`src/rtl/adder_seq.sv`:
```
`default_nettype none
// ============================================================================
// Module      : adder_seq
// Description : Chunk-serial adder/subtractor. Adds two WIDTH-bit operands
//               CHUNK bits per clock, least-significant chunk first, with the
//               inter-chunk carry held in a register. Result, carry-out and
//               signed overflow are published together with a one-cycle done.
// Revision    : 1.0 - initial release
// ============================================================================
module adder_seq #(
    parameter int WIDTH = 16,
    parameter int CHUNK = 4
) (
    input  logic             clk,
    input  logic             rst,
    input  logic             start,
    input  logic [WIDTH-1:0] A,
    input  logic [WIDTH-1:0] B,
    input  logic             cin,
    input  logic             sub,
    output logic             busy,
    output logic             done,
    output logic [WIDTH-1:0] S,
    output logic             cout,
    output logic             ovf
);

    localparam int c_steps = WIDTH / CHUNK;
    localparam int c_cntw  = (c_steps > 1) ? $clog2(c_steps) : 1;
    localparam logic [c_cntw-1:0] c_last = c_cntw'(c_steps - 1);

    typedef enum logic [0:0] {
        ST_IDLE = 1'b0,
        ST_RUN  = 1'b1
    } state_t;

    state_t              r_state;
    state_t              w_state_next;
    logic                w_accept;
    logic                w_last;

    logic [WIDTH-1:0]    r_a;
    logic [WIDTH-1:0]    r_b;
    logic [WIDTH-1:0]    r_acc;
    logic                r_carry;
    logic [c_cntw-1:0]   r_cnt;

    logic [WIDTH-1:0]    r_s;
    logic                r_cout;
    logic                r_ovf;
    logic                r_done;

    logic [CHUNK-1:0]    w_a_chunk;
    logic [CHUNK-1:0]    w_b_chunk;
    logic [CHUNK:0]      w_chunk;
    logic [CHUNK-1:0]    w_sum;
    logic                w_carry_msb;
    logic [WIDTH-1:0]    w_acc_next;

    // State register
    always_ff @(posedge clk) begin
        if (rst) begin
            r_state <= ST_IDLE;
        end else begin
            r_state <= w_state_next;
        end
    end

    // Next-state logic: accept a request when idle, leave RUN after last chunk
    always_comb begin
        w_state_next = r_state;
        w_accept     = 1'b0;
        w_last       = 1'b0;
        case (r_state)
            ST_IDLE: begin
                if (start) begin
                    w_accept     = 1'b1;
                    w_state_next = ST_RUN;
                end
            end
            ST_RUN: begin
                if (r_cnt == c_last) begin
                    w_last       = 1'b1;
                    w_state_next = ST_IDLE;
                end
            end
            default: w_state_next = ST_IDLE;
        endcase
    end

    // One CHUNK-bit adder on the current chunk; the carry into the MSB is
    // recovered from the sum bit so no separate low-order adder is needed.
    always_comb begin
        w_a_chunk   = r_a[r_cnt*CHUNK +: CHUNK];
        w_b_chunk   = r_b[r_cnt*CHUNK +: CHUNK];
        w_chunk     = {1'b0, w_a_chunk} + {1'b0, w_b_chunk} + {{CHUNK{1'b0}}, r_carry};
        w_sum       = w_chunk[CHUNK-1:0];
        w_carry_msb = w_sum[CHUNK-1] ^ w_a_chunk[CHUNK-1] ^ w_b_chunk[CHUNK-1];
        w_acc_next  = r_acc;
        w_acc_next[r_cnt*CHUNK +: CHUNK] = w_sum;
    end

    // Operand capture, chunk stepping and result publication
    always_ff @(posedge clk) begin
        if (rst) begin
            r_a     <= '0;
            r_b     <= '0;
            r_acc   <= '0;
            r_carry <= 1'b0;
            r_cnt   <= '0;
            r_s     <= '0;
            r_cout  <= 1'b0;
            r_ovf   <= 1'b0;
            r_done  <= 1'b0;
        end else begin
            r_done <= w_last;
            if (w_accept) begin
                r_a     <= A;
                r_b     <= sub ? ~B : B;
                r_carry <= sub ? 1'b1 : cin;
                r_cnt   <= '0;
                r_acc   <= '0;
            end else if (r_state == ST_RUN) begin
                r_acc   <= w_acc_next;
                r_carry <= w_chunk[CHUNK];
                r_cnt   <= r_cnt + c_cntw'(1);
                if (w_last) begin
                    r_s    <= w_acc_next;
                    r_cout <= w_chunk[CHUNK];
                    r_ovf  <= w_carry_msb ^ w_chunk[CHUNK];
                end
            end
        end
    end

    assign busy = (r_state == ST_RUN);
    assign done = r_done;
    assign S    = r_s;
    assign cout = r_cout;
    assign ovf  = r_ovf;

endmodule
`default_nettype wire

```
`config.mk`:
```
export PLATFORM = sky130hd
export DESIGN_NAME = adder_seq
export DESIGN_NICKNAME = d
export VERILOG_FILES = /design/src/rtl/adder_seq.sv
export SDC_FILE = /design/constraint.sdc
export NUM_CORES = 1
export LEC_CHECK = 0
export ABC_AREA = 1
export BUFFER_PORTS_ARGS = -buffer_cell sky130_fd_sc_hd__buf_4
export CAP_MARGIN = 20
export CORE_AREA = 2 2 108 68
export CTS_BUF_LIST = sky130_fd_sc_hd__clkbuf_4
export DETAILED_ROUTE_END_ITERATION = 10
export DIE_AREA = 0 0 110 70
export HOLD_SLACK_MARGIN = 0.03
export PLACE_DENSITY = 0.71
export REMOVE_ABC_BUFFERS = 1
export SYNTH_ARGS = -nofsm -noshare
export SYNTH_HDL_FRONTEND = slang
export SYNTH_SLANG_ARGS = --single-unit
```
`constraint.sdc`:
```
create_clock -name clk -period 3.77 [get_ports clk]
set_input_delay 0.754 -clock clk [delete_from_list [all_inputs] [get_ports clk]]
set_output_delay 0.754 -clock clk [all_outputs]
set_load 0.01 [all_outputs]
```
==> results.cfg <==
[setup_path]
r2r-start = r_cnt[1]
cp_max_fo = 12
path_class = reg2reg
cp_cell_sequence = inv_4, o21ai_0, o22ai_1, fa_1, fa_1, a21oi_1, inv_1, nand2_1, nand2_1, nand2_1, nand3_1, nand2_1
critPathLaunchType = flip-flop
r2r_cells = 12
cp-end-kind = flip-flop
cp.required_ns = 4.12
slowest_stage = dfxtp_1
timing.critical_path.mode_cell = nand2_1
r2r-end = ovf
cpPeakStageDelay_ns = 0.63
rrSetupSlack_ns = 1.00
cp.arrival_ns = 3.12

[hold_path]
hp-class = reg2reg
whs_endpoint = S[3]
holdCritStartpoint = S[3]
whs_path_depth = 2

[detailed_routing]
drc = 0
vias = 2909
wl_per_cell_um = 13.9
dr.pass1.iters = 4
ant_nets = 0
drt-initial-drc-count = 196
avgViaCountPerCell = 5.13
routed_wl_mm = 7.87

[logic_synthesis]
synthArstFlopShare_pct = 0
syn_inst = 425
ys_types = 33
synth-seq-cells = 67
yosysWarnings = 0
ys.flop_type = dfxtp_1
ys_top_cells_by_area = dfxtp_1, o21ai_0, nand2_1
synth.largest_area_cell = dfxtp_1
yosysSeqAreaShare_pct = 41.4
synth-edff-count = 0
synthDominantCellAreaShare_pct = 41.4
syn-cell-area_um2 = 3240
avgSynthCellArea_um2 = 7.62

[timing]
worstMarginPinSlew_ns = 0.924
fin_crit_ns = 2.77
tns_ns = 0
holdWs_ns = 0.467
slew_viol_final = 0
max_freq_mhz = 361
hold_viol_final = 0
slew_headroom_pct = 38.4
rsz0062_at_grt = false
setup_viol = 0
finalClockSkew_ns = 0.0125
period_share_pct = 73.5

[grt]
grt-ovfl-total = 0
antenna_found_initial = 0
grt_max_degree = 36
grt_use_total_pct = 22.1
first_global_vias = 2756
grt_pass1_wl_mm = 13.2

[finish]
diodes = 0
utilization_pct = 55.0
area_growth_pct = 16.7
drive_gt1_share_pct = 20.4
fin_nets = 518

[floorplanning]
std_cell_rows = 24
die-area_um2 = 7700
initial_utilization_pct = 47.1
core_area_um2 = 6880
io_pins = 57
die_w_um = 110
die-height_um = 70

[status]
status = finished clean

[placed_design]
routabilityCongestion = 0.888
portBuffers = 56
dp_hpwl_mm = 5.53

[clock_tree]
htree_num_levels = 3
clkTransAtPathRegs_ns = 0.11
cts_sinks = 67
root_buffer = clkbuf_4
clk_latency_ns = 0.41
ctsResizeCount = 0
cts_buffers = 9
clockBufferDepth = 2
cts_setup_buffers = 0
cts_tree = done
hold_buffers = 0

[flow_run]
max_cap_violations = 0

[power_and_ir_drop]
power_density_nw_per_um2 = 405
ir_drop_mv = 0.174
power_leakage_uw = 0.00175
## cell families after synthesis
kind of cell             synth area share (%)
AND/OR/NAND/NOR                          19.8
AO/OA/AOI/OAI                            19.7
buffers and inverters                    10.2
flip-flops                               41.4
XOR/XNOR                                 4.59
adder cells (fa/ha/maj)                  4.32
## cells in the final DEF, fill, tap and decap left out, drive strengths merged
cell / count
bufinv: 1
o21ai: 63
nand2: 70
xnor2: 17
buf: 60
clkbuf: 9
a22o: 6
fa: 2
a31oi: 1
dfxtp: 67
inv: 43
o22ai: 8
clkinv: 6
nand3: 19
nor2: 52
o2111ai: 2
a22oi: 2
nor3: 1
a21oi: 34
ha: 8
clkinvlp: 1
nand4: 3
o211ai: 1
## cell usage after synthesis, drive strengths merged, types with 2 or more instances
master / instances
a21oi: 34
a22o: 6
a22oi: 2
buf: 21
clkbuf: 4
dfxtp: 67
fa: 2
ha: 8
inv: 43
nand2: 70
nand3: 19
nand4: 3
nor2: 52
o2111ai: 2
o21ai: 63
o22ai: 8
xnor2: 17
## routing by layer
metal	part of all wire, %	GRT usage, %	vias to the layer above
met5	0	0	-
met4	0.39	6.05	0
met3	7.6	6.82	4
met2	42	32.1	88
met1	50	31.5	1333
li1	-	-	1484
## worst max path at each step
stage / slack, ns / startpoint / endpoint
floorplan: 1.03 / r_cnt[0] / r_acc[6]
global placement: 1.23 / r_cnt[1] / ovf
detailed placement: 1.07 / r_cnt[1] / ovf
CTS: 1.03 / r_cnt[1] / ovf
global route: 0.75 / r_cnt[1] / ovf
finish: 1.00 / r_cnt[1] / ovf
## critical path, delay by kind of cell, from the launching register on
kind                     cells  cell delay, ns
adder cells (fa/ha/maj)      2            0.92
flip-flops                   1            0.63
AO/OA/AOI/OAI                3            0.56
AND/OR/NAND/NOR              5            0.33
buffers and inverters        2            0.28
## power by group
part           total, µW  switching [µW]  internal, µW
combinational        298             180           118
sequential           766            20.1           746
clock                466             266           200
## sequential cells by signal, summed over array words and instances, names as in the netlist
register	flops
S	16
busy	1
cout	1
done	1
ovf	1
r_a	16
r_acc	12
r_b	16
r_carry	1
r_cnt	2
## area by class of cell
cell class | instances | area, µm²
multi-input cells | 289 | 1570
fillers | 664 | 3100
flip-flops and latches | 67 | 1340
inverters | 44 | 169
clock buffers | 9 | 67.6
well taps | 91 | 114
repair buffers | 60 | 450
clock inverters | 7 | 68.8
## stage by stage
stage          power, µW  worst slack (ns)  area (µm²)  std cells
2_1_floorplan        975              1.03        3080        400
3_3_place_gp        1070              1.23        3640        551
3_5_place_dp        1080              1.07        3640        551
4_1_cts             1540              1.03        3780        567
5_1_grt             1610             0.753        3780        567
6_report            1530              1.00        3780        567
(Power assumes the default switching activity.)
